$ cat src/rtl/product_cpa64.sv
// Final carry-propagate adder behind the Wallace CSA tree: folds sums + (couts<<1)
// into a 64-bit product, CHUNK_W bits per cycle, with a valid/ready handshake on both sides.
module product_cpa64 #(
  parameter int CHUNK_W = 16
) (
  input  logic        clk,
  input  logic        rst_n,
  input  logic        flush,
  input  logic        in_valid,
  output logic        in_ready,
  input  logic [63:0] sums,
  input  logic [63:0] couts,
  output logic        out_valid,
  input  logic        out_ready,
  output logic [63:0] product,
  output logic        busy
);
  localparam int NCHUNK = 64 / CHUNK_W;
  localparam int KW     = (NCHUNK > 1) ? $clog2(NCHUNK) : 1;

  typedef enum logic [1:0] {
    S_IDLE = 2'd0,
    S_ADD  = 2'd1,
    S_DONE = 2'd2
  } state_t;

  state_t              r_state, w_next;
  logic [63:0]         r_a, r_b, r_product;
  logic [KW-1:0]       r_k;
  logic                r_carry;
  logic [CHUNK_W-1:0]  w_a_sl, w_b_sl;
  logic [CHUNK_W:0]    w_sum;
  logic                w_accept, w_last;
  logic                w_unused_cout_msb;

  // couts[63] would land at weight 2^64, outside the product.
  assign w_unused_cout_msb = couts[63];

  assign w_accept = (r_state == S_IDLE) && in_valid && !flush;
  assign w_last   = (r_k == KW'(NCHUNK - 1));
  assign w_a_sl   = r_a[r_k*CHUNK_W +: CHUNK_W];
  assign w_b_sl   = r_b[r_k*CHUNK_W +: CHUNK_W];
  assign w_sum    = {1'b0, w_a_sl} + {1'b0, w_b_sl} + {{CHUNK_W{1'b0}}, r_carry};

  assign in_ready  = (r_state == S_IDLE);
  assign out_valid = (r_state == S_DONE);
  assign busy      = (r_state == S_ADD) || (r_state == S_DONE);
  assign product   = r_product;

  always_comb begin
    w_next = r_state;
    case (r_state)
      S_IDLE:  if (in_valid)  w_next = S_ADD;
      S_ADD:   if (w_last)    w_next = S_DONE;
      S_DONE:  if (out_ready) w_next = S_IDLE;
      default:                w_next = S_IDLE;
    endcase
    if (flush) w_next = S_IDLE;
  end

  always_ff @(posedge clk or negedge rst_n) begin
    if (!rst_n) r_state <= S_IDLE;
    else        r_state <= w_next;
  end

  // Flush leaves the partially written product in place; only k and carry restart.
  always_ff @(posedge clk or negedge rst_n) begin
    if (!rst_n) begin
      r_a       <= '0;
      r_b       <= '0;
      r_k       <= '0;
      r_carry   <= 1'b0;
      r_product <= '0;
    end else if (flush) begin
      r_k     <= '0;
      r_carry <= 1'b0;
    end else if (w_accept) begin
      r_a     <= sums;
      r_b     <= {couts[62:0], 1'b0};
      r_k     <= '0;
      r_carry <= 1'b0;
    end else if (r_state == S_ADD) begin
      r_product[r_k*CHUNK_W +: CHUNK_W] <= w_sum[CHUNK_W-1:0];
      r_carry <= w_sum[CHUNK_W];
      r_k     <= w_last ? '0 : r_k + KW'(1);
    end
  end
endmodule

$ cat config.mk
export PLATFORM = sky130hd
export DESIGN_NAME = product_cpa64
export DESIGN_NICKNAME = d
export VERILOG_FILES = /design/src/rtl/product_cpa64.sv
export SDC_FILE = /design/constraint.sdc
export NUM_CORES = 1
export LEC_CHECK = 0
export CAP_MARGIN = 20
export CORE_MARGIN = 1
export CORE_UTILIZATION = 50
export DETAILED_ROUTE_END_ITERATION = 7
export HOLD_SLACK_MARGIN = 0.03
export PLACE_DENSITY = 0.8
export SYNTH_ARGS = -nofsm -noshare
export SYNTH_HDL_FRONTEND = slang
export SYNTH_SLANG_ARGS = --single-unit
$ cat constraint.sdc
create_clock -name clk -period 5.05 [get_ports clk]
set_input_delay 0.505 -clock clk [delete_from_list [all_inputs] [get_ports clk]]
set_output_delay 0.505 -clock clk [all_outputs]
set_load 0.02 [all_outputs]
Word level (Yosys, flattened, before mapping)
Cells that the tools add are included.
{ "classes": {"n_mul": 0, "eq_ne": 6, "add_sub_neg": 4, "n_lt_le_gt_ge": 0, "n_bitwise": 2, "n_shift": 4, "mux": 13, "reduce_logical": 9, "div": 0} }
{ "op_table": {"columns": ["cell", "n"], "rows": [
  ["$shiftx 64x7->16", 2],
  ["$bwmux 64", 1],
  ["$shift 16x34->64 const A", 1],
  ["$shiftx 16x34->64", 1],
  ["$neg 6->34", 1],
  ["$add 16x16->17", 1],
  ["$add 17x1->17", 1],
  ["$mux 2", 8],
  ["$ne 3x3->1 const B", 2],
  ["$pmux 2 s3", 1],
  ["$reduce_and 3->1", 2],
  ["$eq 2x2->1 const B", 2],
  ["$mux 1", 3],
  ["$ne 3x2->1 const B", 1],
  ["$reduce_bool 3->1", 1],
  ["$add 2x1->2 const B", 1],
  ["$eq 2x1->1 const B", 1],
  ["$logic_and 1x1->1", 2],
  ["$logic_not 2->1", 1],
  ["$not 1->1", 2],
  ["$reduce_and 2->1", 1],
  ["$logic_not 1->1", 1],
  ["$logic_or 1x1->1", 1]
]} }
{ "word_totals": {"rom_bits": 0, "reg_bits": 196, "inputBits": 133, "output_inout_bits": 67, "ramBits": 0, "n_memories": 0, "latchBits": 0, "elab_cells": 44} }

Logic depth before layout (Yosys ltp)
{ "logic_depth": {"ltp_word": 6, "ltp_mapped": 14, "mapped_depth_nobuf": 12} }

Worst setup path after synthesis
No wires, ideal clock.
{ "synth_path": {"path_type": "flip-flop to flip-flop", "start": "register r_k[0]", "end": "register r_product[12] (netlist: product[12])", "arrival_ns": 3.341, "setup_slack_ns": 1.643, "period_less_slack_ns": 3.407, "stages_incl_launch_ff": 13, "t_required_ns": 4.984, "setup_time_ns": 0.066, "path_buffers": 2, "cell_sequence": "dfrtp_1 buf_2 buf_2 mux4_2 fa_1 inv_1 fa_1 nor2b_1 o2111a_1 o211ai_2 mux2_2 nor2_1 a22o_1"} }
{ "synth_between": {"elab_chain_cells": 5, "elab_cells_between_ends": 8, "classes_between": "3 x add/sub; 4 x shift; 1 x mux"} }
{ "synth_lines": {"columns": ["element", "line_no", "rtl"], "rows": [
  ["from (decl)", "29", "logic [KW-1:0] r_k;"],
  ["from (signal assigned)", "85", "r_k <= w_last ? '0 : r_k + KW'(1);"],
  ["$shiftx 64x7->16 (on tied branches)", "41, 42", null],
  ["$add 16x16->17", "43", "assign w_sum = {1'b0, w_a_sl} + {1'b0, w_b_sl} + {{CHUNK_W{1'b0}}, r_carry};"],
  ["$add 17x1->17", "43", null],
  ["$shiftx 16x34->64", "83", "r_product[r_k*CHUNK_W +: CHUNK_W] <= w_sum[CHUNK_W-1:0];"],
  ["$bwmux 64 (*)", "83", null],
  ["to (signal, indexed assignment)", "83", null],
  ["to (decl)", "28", "logic [63:0] r_a, r_b, r_product;"]
]} }
Mark *: on every way between the ends. The rest lies on a longest branch, timed or not.
A chain may end at the register's enable or synchronous reset.

Worst setup path after layout
{ "layout_path": {"start": "register r_k[0]", "end": "register r_product[28] (netlist: product[28])"} }
The elaborated chain is that of the path after synthesis.

==> results_dict.tcl <==
set metrics [dict create \
    clock_skew_ns 0.01763 \
    endpoint_kind "flop" \
    worstMarginPinSlew_ns 0.8988 \
    syn_avg_cell_area_um2 13.30 \
    synth_top_family_by_area "multiplexers" \
    synth.distinct_cells 43 \
    vias 6347 \
    fin_crit_sh_pct 74.00 \
    clock-root-buffer "clkbuf_16" \
    synth-async-reset-ratio_pct 100.0 \
    cp-start-kind "flop" \
    worstPathArrival_ns 4.11 \
    critPathKind "flop to flop" \
    grt_first_pass_wirelength_um 33910 \
    timing.fmax_mhz 267.6 \
    cts_htree_levels 4 \
    antenna_found_initial 1 \
    post_cts_buffers 0 \
    ant_nets 0 \
    rsz0062_at_grt "false" \
    critPathSlowestCell "mux4_2" \
    cts-buffers-inserted 17 \
    syn-instance-count 674 \
    hold_path_class "primary input to asynchronous set/reset pin" \
    synth_warnings 0 \
    report.final.hold_viol_count 0 \
    dieArea_mm2 0.01846 \
    syn-num-nets 834 \
    preCtsSetupSlack_ns 1.397 \
    vdd_drop_max_mv 0.3066 \
    fin_crit_ns 3.737 \
    synth-simple-area-share_pct 5.919 \
    io_pins 200 \
    max_cap_violations 0 \
    cts_tree "yes" \
    wl_um 21510 \
    cts_buffer_depth 2 \
    synth_edf_count 0 \
    status "completed" \
    synthMuxAreaShare_pct 24.21 \
    ys_seq_area_share_pct 54.73 \
    synth_compound_area_share_pct 8.237 \
    hold_ws_ns 0.1405 \
    initial_core_util_pct 51.46 \
    cts_sinks 196 \
    drtIter0Drc 397 \
    path_cells "buf_4 -> mux4_2 -> ha_1 -> a21oi_1 -> o21bai_1 -> o211ai_2 -> mux2_2 -> nor2_1 -> a22o_1" \
    syn_to_final_growth_pct 31.48 \
    synthAdderAreaFrac_pct 3.937 \
    crit_required_ns 5.42 \
    rows 48 \
    relSlewSlack_pct 40.08 \
    maxSlewViolCount 0 \
    place_congestion 0.8775 \
    ys_ff_latch 196 \
    synthXorXnorAreaFrac_pct 0.9772 \
    dr.pass1.iters 5 \
    io_buffer_count 198 \
    cpPeakStageDelay_ns 0.55 \
    drive_gt1_share_pct 23.26 \
    crit_family "compound AO/OA/AOI/OAI gates" \
    overflow 0 \
    grt_pass1_vias 6440 \
    die_w_um 135.9 \
    power.density_mw_per_mm2 476.1 \
    dp_hpwl_um 15820 \
    setup_viol 0 \
    drc 0 \
    wl_per_cell_um 19.50 \
    clock_latency_ns 0.44 \
    totalNegativeSetupSlack_ns 0 \
    grt_use_total_pct 24.64 \
    hold_buffers 0 \
    syn_area_mm2 0.008962 \
    grt_start_max_net_pins 128 \
    ys.flop_type "dfrtp_1" \
    clk_pin_slew_ns 0.07 \
    critical_path.max_fanout 19 \
    fin_nets 1024 \
    vias_per_cell 5.754 \
    setup_ws_ns 1.313 \
    cts-resized-gates 0 \
    core_mm2 0.01742 \
    leakagePower_nw 4.936 \
    nFillCells 1221 \
    fp.dieH_um 135.9 \
    path_buf_inv 1 \
]
cell families after synthesis:
group	count (synthesis)
multiplexers	162
AND/OR/NAND/NOR	118
buffers and inverters	44
flip-flops	196
adder cells (fa/ha/maj)	27
XOR/XNOR	10
AO/OA/AOI/OAI	117
routing by layer:
layer  track usage [%]  wire length (um)  vias up  part of all wire (%)
li1                  -                 -     2834                     -
met1             31.36              8911     3206                    41
met2             40.31             10470      278                    49
met3             6.637              1744       29                   8.1
met4             9.444               386        0                   1.8
met5                 0                 0        -                     0
Yosys cell counts, types with 2 or more instances:
cell / n / area share [%]
a211oi_1: 4 / 0.34
a21boi_1: 2 / 0.17
a21o_1: 6 / 0.50
a21oi_1: 18 / 1.0
a221o_1: 2 / 0.22
a22o_1: 8 / 0.78
and2_1: 3 / 0.21
and3_1: 4 / 0.28
buf_2: 8 / 0.45
clkbuf_1: 24 / 1.0
dfrtp_1: 196 / 55
fa_1: 2 / 0.45
ha_1: 25 / 3.5
inv_1: 11 / 0.46
mux2_2: 128 / 16
mux2i_1: 3 / 0.34
mux4_2: 31 / 7.8
nand2_1: 73 / 3.1
nand2b_1: 3 / 0.21
nand3_1: 5 / 0.28
nand3b_1: 5 / 0.42
nor2_1: 11 / 0.46
nor2b_1: 4 / 0.28
nor3_1: 3 / 0.17
nor3b_1: 5 / 0.42
o21a_1: 2 / 0.17
o21ai_0: 43 / 2.4
o21ai_1: 11 / 0.61
o31ai_1: 9 / 0.75
o41ai_1: 4 / 0.39
xnor2_1: 4 / 0.39
xor2_1: 6 / 0.59
state kept, by name (all words and copies together) (netlist names):
signal,flops
r_a,64
product,64
r_carry,1
r_b,63
r_state,2
r_k,2
cells in the final DEF, fill, tap and decap left out, types with 6 or more instances in the layout:
cell type,count
mux4_2,31
nor2_1,11
a21oi_1,18
o21ai_1,11
ha_1,25
dfrtp_1,194
a22o_1,8
nand2_1,73
xor2_1,6
o31ai_1,9
inv_1,11
a21o_1,6
clkbuf_16,17
o21ai_0,43
mux2_2,128
clkdlybuf4s50_1,197
area by class of cell:
type	instances	area [um2]	share of cell area, %
clock inverters	14	190.2	1.614
diodes	1	2.502	0.02124
repair buffers	204	2043	17.34
multi-input cells	434	3879	32.92
well taps	225	281.5	2.389
clock buffers	18	439.2	3.727
inverters	11	41.29	0.3504
flip-flops and latches	196	4907	41.64
report_power, final:
group	internal, mW	total (mW)	switching, mW
Clock	0.810	1.43	0.619
Combinational	0.961	2.03	1.07
Sequential	1.94	2.15	0.205
metrics by stage:
step           power, mW  util, %  cells  area (um2)
2_1_floorplan      3.467        -    674        8962
3_3_place_gp       4.071    64.03   1070       11150
3_5_place_dp       4.184    64.03   1070       11150
4_1_cts            5.624    67.64   1102       11780
5_1_grt            5.904    67.66   1103       11780
6_report           5.610    67.66   1103       11780
path summary, 6_finish.rpt:
| path | from | end | slack (ns) | cells past startpoint |
|---|---|---|---|---|
| max | r_k[0] | product[28] | 1.31 | 9 |
| min in group clk | product[42] | product[42] | 0.48 | 2 |
| max in group asynchronous | rst_n | product[3] | 3.55 | 2 |
| min reg2reg | product[42] | product[42] | 0.48 | 2 |
| max reg2reg | r_k[0] | product[28] | 1.31 | 9 |
| min | rst_n | product[9] | 0.14 | 1 |
Power figures use the tool's default switching activity.
